<file path="config.mk">
export PLATFORM = sky130hd
export DESIGN_NAME = clk_div_flat
export DESIGN_NICKNAME = d
export VERILOG_FILES = /design/src/rtl/clk_div_pkg.sv /design/src/rtl/clk_div_if.sv /design/src/rtl/clk_div_mux.sv /design/src/rtl/clk_div.sv /design/src/flat_wrapper.sv
export SDC_FILE = /design/constraint.sdc
export NUM_CORES = 1
export LEC_CHECK = 0
export ABC_AREA = 1
export ABC_CLOCK_PERIOD_IN_PS = 2200
export BUFFER_PORTS_ARGS = -buffer_cell sky130_fd_sc_hd__buf_4
export CAP_MARGIN = 20
export CORE_MARGIN = 2
export CORE_UTILIZATION = 35
export CTS_BUF_LIST = sky130_fd_sc_hd__clkbuf_8
export DETAILED_ROUTE_END_ITERATION = 10
export PLACE_DENSITY = 0.59
export SYNTH_ARGS = -nofsm -noshare
export SYNTH_HDL_FRONTEND = slang
export SYNTH_SLANG_ARGS = --single-unit
</file>
<file path="constraint.sdc">
create_clock -name clk -period 2.2 [get_ports clk]
set_input_delay 0.22 -clock clk [delete_from_list [all_inputs] [get_ports clk]]
set_output_delay 0.22 -clock clk [all_outputs]
set_load 0.02 [all_outputs]
</file>
<file path="src/rtl/clk_div_pkg.sv">
// Shared constants and types for the UART clocking blocks.
// Imported by the clock divider, its interface and its testbench.
package clk_div_pkg;

    localparam int DEFAULT_WIDTH = 8;
    // Ratios below this value bypass the divider and pass the reference clock.
    localparam int DIV_MIN       = 2;

    typedef enum logic {
        PHASE_LOW  = 1'b0,
        PHASE_HIGH = 1'b1
    } phase_e;

endpackage

</file>
<file path="src/rtl/clk_div_if.sv">
// Control/output bundle of the clock divider: enable and ratio in, divided clock out.
interface clk_div_if import clk_div_pkg::*; #(
    parameter int WIDTH = DEFAULT_WIDTH
);

    logic             clk_en;
    logic [WIDTH-1:0] div_ratio;
    logic             div_clk;

    modport master (
        output clk_en,
        output div_ratio,
        input  div_clk
    );

    modport slave (
        input  clk_en,
        input  div_ratio,
        output div_clk
    );

endinterface

</file>
<file path="src/rtl/clk_div_mux.sv">
// 2:1 clock select between the reference clock and the divided level.
// Isolated so implementation can pin it to a dedicated clock-mux cell.
module clk_div_mux (
    input  logic clk_ref,
    input  logic clk_alt,
    input  logic sel,
    output logic clk_out
);

    assign clk_out = sel ? clk_alt : clk_ref;

endmodule

</file>
<file path="src/rtl/clk_div.sv">
// Integer clock divider: low phase = N/2 cycles, high phase = N/2 + N[0] cycles.
// Ratios below DIV_MIN or a deasserted enable pass the reference clock straight through.
module clk_div import clk_div_pkg::*; #(
    parameter int WIDTH = DEFAULT_WIDTH
) (
    input  logic       clk,
    input  logic       rst,
    clk_div_if.slave   bus
);

    localparam logic [WIDTH-2:0] CNT_ZERO  = {(WIDTH-1){1'b0}};
    localparam logic [WIDTH-2:0] CNT_ONE   = {{(WIDTH-2){1'b0}}, 1'b1};
    localparam logic [WIDTH-1:0] RATIO_RST = {{(WIDTH-1){1'b0}}, 1'b1};

    logic [WIDTH-1:0] ratio_r;
    logic [WIDTH-2:0] cnt_r;
    phase_e           phase_r;

    logic             mode_s;
    logic [WIDTH-2:0] half_s;
    logic [WIDTH-2:0] lo_term_s;
    logic [WIDTH-2:0] hi_term_s;
    logic [WIDTH-2:0] cnt_inc_s;
    logic             div_level_s;

    // half-1 never underflows while dividing because ratio_r >= 2 there.
    assign mode_s      = bus.clk_en & (ratio_r >= WIDTH'(DIV_MIN));
    assign half_s      = ratio_r[WIDTH-1:1];
    assign lo_term_s   = half_s - CNT_ONE;
    assign hi_term_s   = lo_term_s + {{(WIDTH-2){1'b0}}, ratio_r[0]};
    assign cnt_inc_s   = cnt_r + CNT_ONE;
    assign div_level_s = (phase_r == PHASE_HIGH);

    // Phase counter and ratio capture; new ratios are accepted only at the high-to-low boundary.
    always_ff @(posedge clk) begin
        if (!rst) begin
            ratio_r <= RATIO_RST;
            cnt_r   <= CNT_ZERO;
            phase_r <= PHASE_LOW;
        end else if (!mode_s) begin
            ratio_r <= bus.div_ratio;
            cnt_r   <= CNT_ZERO;
            phase_r <= PHASE_LOW;
        end else begin
            case (phase_r)
                PHASE_LOW: begin
                    if (cnt_r == lo_term_s) begin
                        cnt_r   <= CNT_ZERO;
                        phase_r <= PHASE_HIGH;
                    end else begin
                        cnt_r   <= cnt_inc_s;
                    end
                end
                PHASE_HIGH: begin
                    if (cnt_r == hi_term_s) begin
                        cnt_r   <= CNT_ZERO;
                        phase_r <= PHASE_LOW;
                        ratio_r <= bus.div_ratio;
                    end else begin
                        cnt_r   <= cnt_inc_s;
                    end
                end
                default: begin
                    cnt_r   <= CNT_ZERO;
                    phase_r <= PHASE_LOW;
                end
            endcase
        end
    end

    clk_div_mux u_mux (
        .clk_ref (clk),
        .clk_alt (div_level_s),
        .sel     (mode_s),
        .clk_out (bus.div_clk)
    );

endmodule

</file>
<file path="src/flat_wrapper.sv">
// flat-port wrapper written by rule: the top's interface ports become plain ports
module clk_div_flat import clk_div_pkg::*;
#(
    parameter int WIDTH = DEFAULT_WIDTH
)
  (clk, rst, bus_clk_en, bus_div_ratio, bus_div_clk);
  clk_div_if #(.WIDTH(WIDTH)) bus_i ();
  input  logic clk;
  input  logic rst;
  input wire logic [$bits(bus_i.clk_en)-1:0] bus_clk_en;
  input wire logic [$bits(bus_i.div_ratio)-1:0] bus_div_ratio;
  output wire logic [$bits(bus_i.div_clk)-1:0] bus_div_clk;
  assign bus_i.clk_en = bus_clk_en;
  assign bus_i.div_ratio = bus_div_ratio;
  assign bus_div_clk = bus_i.div_clk;
  clk_div #(.WIDTH(WIDTH)) u_core (.clk(clk), .rst(rst), .bus(bus_i));
endmodule
</file>
==> impl_metrics.tcl <==
set metrics [dict create \
    post_dp_cell_area_um2 1416 \
    syn_avg_cell_area_um2 6.301 \
    floorplan.rows 21 \
    synth.area.mux_share 0 \
    post_synthesis_adder_cell_area_fraction 0.05066 \
    worst-setup-path-type "flip-flop to flip-flop" \
    layout.cells.most_common_list "sky130_fd_sc_hd__nand2_1 (53), sky130_fd_sc_hd__nand3_1 (27), sky130_fd_sc_hd__buf_4 (21)" \
    synth-seq-area-share 0.2594 \
    via_count 1302 \
    timing.critical_path.slowest_cell_delay_ns 0.35 \
    clk_pin_slew_ns 0.06 \
    setup.worst_path.start_class "flip-flop" \
    grt_pass1_vias 1192 \
    core_region_area_um2 3363 \
    slew_viol_final 0 \
    yosys_register_bits 16 \
    insertion_delay_ns 0.36 \
    routed_wire_length_per_instance_um 11.78 \
    floorplan.io_pins 12 \
    post_synth_xor_area_fraction 0.07092 \
    asyncSetResetFlopFracSynth 0 \
    synth.distinct_cells 26 \
    synth.top_cells.by_area "sky130_fd_sc_hd__dfxtp_1 (26%), sky130_fd_sc_hd__nand2_1 (17%), sky130_fd_sc_hd__nand3_1 (12%)" \
    synthDominantCellAreaShare 0.2594 \
    setup_viol 0 \
    power_density_nw_per_um2 695.2 \
    slew_headroom 0.6794 \
    layout_worst_path_cycle_share 0.9991 \
    critPathMaxFanout 5 \
    die_x_um 63.40 \
    totalWireLength_um 3181 \
    period_minus_slack_ns 2.198 \
    die_area_um2 4020 \
    maximum_number_of_pins_on_one_net_before_global_route_repair 17 \
    die-height_um 63.40 \
    final_core_util 0.5037 \
    finish.instance_area_um2 1694 \
    worst_path_dominant_cell_family "simple AND/OR/NAND/NOR gates" \
    critical_path.cell_chain "inv_4 -> ha_4 -> inv_2 -> ha_4 -> xor2_1 -> nor2_1 -> nand2_1 -> nor2_2 -> nand2_2 -> nor2_4 -> buf_4 -> nand3_4 -> nand3_1 -> nand2_1 -> nor2_1" \
    leakage_power_summed_over_all_cells_uw 0.0007700 \
    tightestPinTransition_ns 0.4802 \
    timing.critical_path.buf_inv 3 \
    class_of_the_worst_hold_path "primary input to flip-flop" \
    mostFrequentLayoutCell "sky130_fd_sc_hd__nand2_1" \
    grt_antenna_before_repair 0 \
    avgViaCountPerCell 4.822 \
    synth-simple-area-share 0.4559 \
    starting_density_of_the_core 0.3672 \
    yosys_warnings 0 \
    final_hold_viol_count 0 \
    slowest_stage "sky130_fd_sc_hd__dfxtp_2" \
    fin_nets 242 \
    finClkSkew_ns 0.006390 \
    syn_to_final_growth_pct 37.18 \
    critical_path_required_ns 2.50 \
    drcViolationCount 0 \
    outcome "completed" \
    max_freq_mhz 455.0 \
    gp_routability_congestion 0.7890 \
    gr-usage-all-layers 0.1697 \
    share_of_the_synthesized_area_in_compound_gates_ao_oa_aoi_oai 0.07092 \
    rsz0062_at_grt "yes" \
    place.detailed.hpwl_um 2160 \
    synth_enable_flop_cells 0 \
    synth_top_family_by_area "simple AND/OR/NAND/NOR gates" \
    grt_first_pass_wirelength_um 5264 \
    synth_nets 212 \
    final_layout_size_suffix_gt1_frac 0.3125 \
    cp_data_arrival_time_ns 2.50 \
    cap_violations 0 \
    tritoncts "built" \
    number_of_buffer_cells_added_on_primary_ports 11 \
    globalRoute.totalOverflow 0 \
    antenna_cells 0 \
    area_of_the_mapped_netlist_um2 1235 \
    detailedRoute.firstPassIterationCount 4 \
    detail_route.iter0.violations 43 \
    crit_end_category "flip-flop" \
    synth_top_flop_cell "sky130_fd_sc_hd__dfxtp_1" \
    antenna_left 0 \
    irDropWorstVdd_v 0.0003540 \
    yosysTopAreaCell "sky130_fd_sc_hd__dfxtp_1" \
    synthesis.instances 196 \
]
==> sequential cells by signal, summed over array words and instances, names as in the netlist <==
name and flops:
u_core.cnt_r 7, u_core.div_level_s 1, u_core.ratio_r 8
==> power by group <==
part | leakage [uW] | total (uW) | internal [uW] | switching, uW
combinational | 0.000586 | 441 | 183 | 259
sequential | 0.000132 | 335 | 308 | 26.6
clock | 0.0000522 | 401 | 256 | 146
total | 0.000770 | 1180 | 747 | 431
==> final cells by class <==
cell class / count / area (um^2)
clock buffers: 7 / 90.09
fillers: 365 / 1669
inverters: 25 / 96.34
multi-input cells: 155 / 965.9
flip-flops and latches: 16 / 322.8
well taps: 46 / 57.56
repair buffers: 21 / 161.4
==> timing repair <==
action,CTS,global route
resized for setup,3,28
setup buffers,0,3
pin swaps,0,11
hold endpoints to repair,0,0
endpoints found under the setup margin,10,19
hold buffers,0,0
cloned,1,2
==> final timing paths <==
path | start | endpoint | slack, ns | cells after the start
hold / removal | bus_div_ratio[0] | u_core.ratio_r[0] | 0.06 | 3
setup reg to reg | u_core.ratio_r[1] | u_core.ratio_r[2] | 0.002 | 15
hold reg to reg | u_core.cnt_r[0] | u_core.cnt_r[0] | 0.50 | 1
setup / recovery | u_core.ratio_r[1] | u_core.ratio_r[2] | 0.002 | 15
==> kinds of logic (layout without fill, tap and decap cells) <==
kind of cell	Yosys count	after routing
xor gates and xnor gates	10	10
and+or+nand+nor	124	127
DFF	16	16
buffers and inverters	28	53
AOI/OAI and AO/OA	13	13
adders and majority gates	5	5
==> stage by stage <==
| step | hold slack [ns] | total power, uW | setup slack (ns) | TNS, ns | std cells |
|---|---|---|---|---|---|
| detailed placement | 0.4253 | 730.6 | -0.05297 | -0.2829 | 258 |
| CTS | 0.05180 | 1112 | 0.003860 | 0 | 265 |
| global route | 0.07022 | 1275 | -0.1253 | -1.334 | 270 |
| finish | 0.05618 | 1178 | 0.002016 | 0 | 270 |
| floorplan | 0.3332 | 623.3 | 0.03385 | 0 | 196 |
| global placement | 0.4238 | 732.7 | -0.005391 | -0.01884 | 258 |
==> metal layers <==
layer	vias up	global-route usage	wire length, um
met1	576	0.2175	1556
li1	692	-	-
met3	9	0.02857	100
met2	25	0.2605	1434
met5	-	0	0
met4	0	0.1114	90
==> worst min-delay path, cell delays in order <==
cell	delay [ns]
sky130_fd_sc_hd__buf_4	0.07
sky130_fd_sc_hd__nand2_1	0.05
sky130_fd_sc_hd__nand3_2	0.05
==> synth_stat cells, types with 2 or more instances <==
master,count
sky130_fd_sc_hd__nand2_1,56
sky130_fd_sc_hd__nand3_1,30
sky130_fd_sc_hd__inv_1,22
sky130_fd_sc_hd__nor2_1,22
sky130_fd_sc_hd__dfxtp_1,16
sky130_fd_sc_hd__a21oi_1,7
sky130_fd_sc_hd__xor2_1,6
sky130_fd_sc_hd__ha_1,5
sky130_fd_sc_hd__nor2_2,4
sky130_fd_sc_hd__xnor2_1,4
sky130_fd_sc_hd__inv_2,3
sky130_fd_sc_hd__nand2_2,3
sky130_fd_sc_hd__a21oi_2,2
sky130_fd_sc_hd__nand3b_1,2
sky130_fd_sc_hd__nand4_1,2
sky130_fd_sc_hd__nor3_1,2
Note: power is estimated with default switching activity, not from simulation.
